===== config.mk =====
export PLATFORM = sky130hd
export DESIGN_NAME = regfile_mp
export DESIGN_NICKNAME = d
export VERILOG_FILES = /design/src/rtl/regfile_mp.sv
export SDC_FILE = /design/constraint.sdc
export NUM_CORES = 2
export LEC_CHECK = 0
export CORE_MARGIN = 2
export CORE_UTILIZATION = 60
export CTS_CLUSTER_SIZE = 10
export DETAILED_ROUTE_END_ITERATION = 6
export PLACE_DENSITY_LB_ADDON = 0.12
export SYNTH_ARGS = -nofsm -noshare
export SYNTH_HDL_FRONTEND = slang
export SYNTH_SLANG_ARGS = --single-unit

===== constraint.sdc =====
create_clock -name clk -period 9.7 [get_ports clk]
set_input_delay 2.91 -clock clk [delete_from_list [all_inputs] [get_ports clk]]
set_output_delay 2.91 -clock clk [all_outputs]
set_load 0.02 [all_outputs]

===== src/rtl/regfile_mp.sv =====
// Multi-port integer register file: two write ports, NUM_RD combinational read ports,
// and a post-reset clear engine that zeroes every entry before ready is raised.
module regfile_mp #(
    parameter int unsigned WIDTH    = 32,
    parameter int unsigned ADDR_W   = 5,
    parameter int unsigned NUM_RD   = 2,
    parameter int unsigned BYPASS   = 1,
    parameter int unsigned ZERO_REG = 1
) (
    input  logic                     clk,
    input  logic                     rst_n,
    input  logic                     we0,
    input  logic [ADDR_W-1:0]        waddr0,
    input  logic [WIDTH-1:0]         wdata0,
    input  logic                     we1,
    input  logic [ADDR_W-1:0]        waddr1,
    input  logic [WIDTH-1:0]         wdata1,
    input  logic [NUM_RD*ADDR_W-1:0] raddr,
    output logic [NUM_RD*WIDTH-1:0]  rdata,
    output logic                     ready,
    output logic                     wr_collide
);

    localparam int unsigned DEPTH = 2**ADDR_W;

    localparam logic [0:0] ST_CLEAR = 1'b0;
    localparam logic [0:0] ST_READY = 1'b1;

    logic [0:0]        state_q, state_d;
    logic [ADDR_W-1:0] idx_q, idx_d;
    logic              collide_q, collide_d;
    logic [WIDTH-1:0]  mem_q [DEPTH];
    logic              wr0_en, wr1_en;

    always_comb begin
        wr0_en = (state_q == ST_READY) && we0 && !((ZERO_REG != 0) && (waddr0 == '0));
        wr1_en = (state_q == ST_READY) && we1 && !((ZERO_REG != 0) && (waddr1 == '0));
    end

    always_comb begin
        state_d   = state_q;
        idx_d     = idx_q;
        collide_d = wr0_en && wr1_en && (waddr0 == waddr1);
        if (state_q == ST_CLEAR) begin
            idx_d = idx_q + 1'b1;
            if (idx_q == '1) begin
                state_d = ST_READY;
            end
        end
    end

    always_ff @(posedge clk) begin
        if (!rst_n) begin
            state_q   <= ST_CLEAR;
            idx_q     <= '0;
            collide_q <= 1'b0;
        end else begin
            state_q   <= state_d;
            idx_q     <= idx_d;
            collide_q <= collide_d;
        end
    end

    // Port 1 is written last so it wins a same-address collision.
    always_ff @(posedge clk) begin
        if (rst_n) begin
            if (state_q == ST_CLEAR) begin
                mem_q[idx_q] <= '0;
            end else begin
                if (wr0_en) mem_q[waddr0] <= wdata0;
                if (wr1_en) mem_q[waddr1] <= wdata1;
            end
        end
    end

    function automatic logic [WIDTH-1:0] read_lane(input logic [ADDR_W-1:0] a);
        if (state_q != ST_READY)                          return '0;
        if ((ZERO_REG != 0) && (a == '0))                 return '0;
        if ((BYPASS != 0) && we1 && (waddr1 == a))        return wdata1;
        if ((BYPASS != 0) && we0 && (waddr0 == a))        return wdata0;
        return mem_q[a];
    endfunction

    always_comb begin
        rdata = '0;
        for (int unsigned i = 0; i < NUM_RD; i++) begin
            rdata[i*WIDTH +: WIDTH] = read_lane(raddr[i*ADDR_W +: ADDR_W]);
        end
    end

    assign ready      = (state_q == ST_READY);
    assign wr_collide = collide_q;

endmodule


==> results.ini <==
[route]
num_vias=45400
drt_iter0_drc=8307
wl_um=212000
drc=0
firstDrtPassIters=6
vias_per_cell=7.48
wl_per_cell_um=34.9
antenna_left=0

[synthesis]
synth_top_area_frac=0.517
synth_compound_area_frac=0.130
synth_simple_gate_area_frac=0.0835
synthMuxAreaShare=0.211
synth_edf_count=1024
synth_cells=4960
seq_area_frac_synth=0.519
async_flop_share=0
synth_area_leaders=edfxtp_1, mux4_2, o21ai_0, nand2_1, clkbuf_1
synth_ff_type=edfxtp_1
synth_top_family_by_area=multiplexers
ys_types=63
yosysWarningCount=0
synth.largest_area_cell=edfxtp_1
ys_ff_latch=1031
syn_nets=5050
synth_area_um2=59500
synthAdderAreaFrac=0.000421
synth_xor_area_frac=0.00398
synth.avg_cell_area_um2=12.0

[sta]
rsz0062_at_grt=false
slew_headroom=0.00779
setup_violations=0
post-route-min-period_ns=9.51
max_clock_freq_mhz=105
fin_skew_ns=0.0312
worstMarginPinSlew_ns=1.48
fin_crit_sh=0.980
slew_violations=0
hold_viol_final=0
fin_tns_setup_ns=0

[finish]
mostFrequentLayoutCells=nand2_1, edfxtp_1, o21ai_0, mux4_2, buf_4
drive_above_1_share=0.195
area_growth_pct=9.20
nets=4837
final_common_cell=nand2_1
stdcell_count=6074

[floorplanning]
core_um2=98300
rows=115
num_io_pins=154
die_y_um=319
die-area_um2=102000
start_util=0.605
die_w_um=319

[global_routing]
grt_max_degree=88
grt_remaining_overflow=0
antenna_found_initial=11
grt_pass1_wl_um=304000
grt_pass1_vias=43900
grt_usage=0.419

[pwr]
power.leakage_nw=20.8
power_density_nw_per_um2=147
total_power_mw=9.53
irDropWorstVdd_mv=0.139

[critical_path]
arrival_ns=6.60
slowest_delay_ns=0.74
r2r_cells=5
cp-end-kind=primary output
crit_top_cell=clkdlybuf4s50_1
r2r-end=mem_q[2][16]$_DFFE_PP_
path_max_fanout=16
worstPathCellList=clkdlybuf4s50_1 > buf_4 > xor2_1 > nor4_1 > and3_2 > or2_2 > o221ai_1 > clkdlybuf4s50_1
start_kind=primary input
slowest_stage=or2_2
path_class=primary input to primary output
r2r-start=ready$_SDFF_PN0_
regToRegSetupSlack_ns=5.01
crit_required_ns=6.79

[min_path]
whs_endpoint=idx_q[1]$_SDFFE_PN0N_
hold_path_class=register to register
worst_hold_path.num_cells=2
hold_path.startpoint=idx_q[1]$_SDFFE_PN0N_

[cts]
clock_path_buffers=3
cts_tree=built
path_clk_slew_ns=0.05
cts_sinks=1031
ctsRootBufferMaster=clkbuf_16
cts-htree-levels=3
insertion_delay_ns=0.71
cts_buffers=116
postCtsSetupRepairBufs=0

[placed_design]
hpwl_um=122000
dp_cells=5916
io_buffers=153
gp_congestion=0.896

[outcome]
status=complete, no violations

[flow_run]
maxCapViolations=0

worst max-delay path by stage:
stage                   start   endpoint
floorplan            raddr[4]  rdata[10]
global placement     raddr[3]  rdata[31]
detailed placement   raddr[3]  rdata[31]
CTS                  raddr[3]  rdata[31]
global route         raddr[3]  rdata[31]
finish              waddr0[1]  rdata[63]
what timing repair did:
action                     CTS  global route
resized for setup            0             1
hold buffers                 0             0
setup endpoints to repair    0             1
power by group:
part	leakage, nW	internal [mW]	total, mW	switching [mW]
logic	9.23	0.288	0.754	0.466
clock network	1.51	2.17	3.91	1.74
registers	10.0	4.86	4.87	0.0136
total	20.8	7.31	9.53	2.22
routing by layer:
layer | up-vias | share of wire | routed length (µm) | GRT usage
li1 | 18400 | - | - | -
met1 | 22000 | 0.33 | 70600 | 0.556
met2 | 4173 | 0.44 | 93600 | 0.619
met3 | 825 | 0.17 | 35100 | 0.140
met4 | 2 | 0.059 | 12600 | 0.214
met5 | - | 0.000052 | 11 | 0
registers in the layout, indices dropped and copies added, names as in the netlist:
| name | count |
|---|---|
| idx_q | 5 |
| wr_collide | 1 |
| ready | 1 |
| mem_q | 1024 |
critical path: cells and delay by family:
family	cells	cell delay [ns]
buf+inv	3	1.52
simple gates	3	1.58
compound gates	1	0.43
xor+xnor	1	0.15
synth_stat cells, types with 4 or more instances:
cell type,instances
buf_4,59
xnor2_1,8
buf_6,18
clkbuf_2,8
a22oi_1,63
and3_1,4
nand3_1,6
o221ai_1,34
nor4_1,4
nand2b_1,5
nor3_1,15
and2_1,5
mux2i_1,68
a21oi_1,5
o21ai_0,1022
o2bb2ai_1,32
o21ai_1,4
mux2_2,32
or2_2,5
inv_1,36
nor2b_1,4
buf_2,141
nand3b_1,5
nand2_1,1103
mux4_2,510
buf_1,9
or4_1,32
o21bai_1,12
a32o_1,32
nor2_1,27
edfxtp_1,1024
o22ai_1,147
xor2_1,19
clkbuf_1,417
dfxtp_1,7
through the flow:
stage,cell area [µm²],util,worst slack [ns],hold slack [ns]
2_1_floorplan,59500,-,2.06,0.551
3_5_place_dp,61800,0.629,0.405,0.601
3_3_place_gp,61800,0.629,0.395,0.587
4_1_cts,64900,0.661,0.394,0.609
5_1_grt,65000,0.661,0.245,0.654
6_report,65000,0.661,0.192,0.602
final cells by class:
| class | count | area (µm²) |
|---|---|---|
| Fill cell | 7089 | 33300 |
| Sequential cell | 1031 | 30900 |
| Multi-Input combinational cell | 3241 | 26200 |
| Timing Repair Buffer | 321 | 3050 |
| Clock buffer | 143 | 3030 |
| Tap cell | 1287 | 1610 |
| Inverter | 36 | 135 |
| Clock inverter | 11 | 78.8 |
| Antenna cell | 4 | 10.0 |
cell families after synthesis:
family | after synthesis
compound gates | 1367
mux | 610
buf+inv | 688
simple gates | 1235
xor+xnor | 27
flops | 1031
fa+ha+maj | 2
Power figures use the tool's default switching activity.
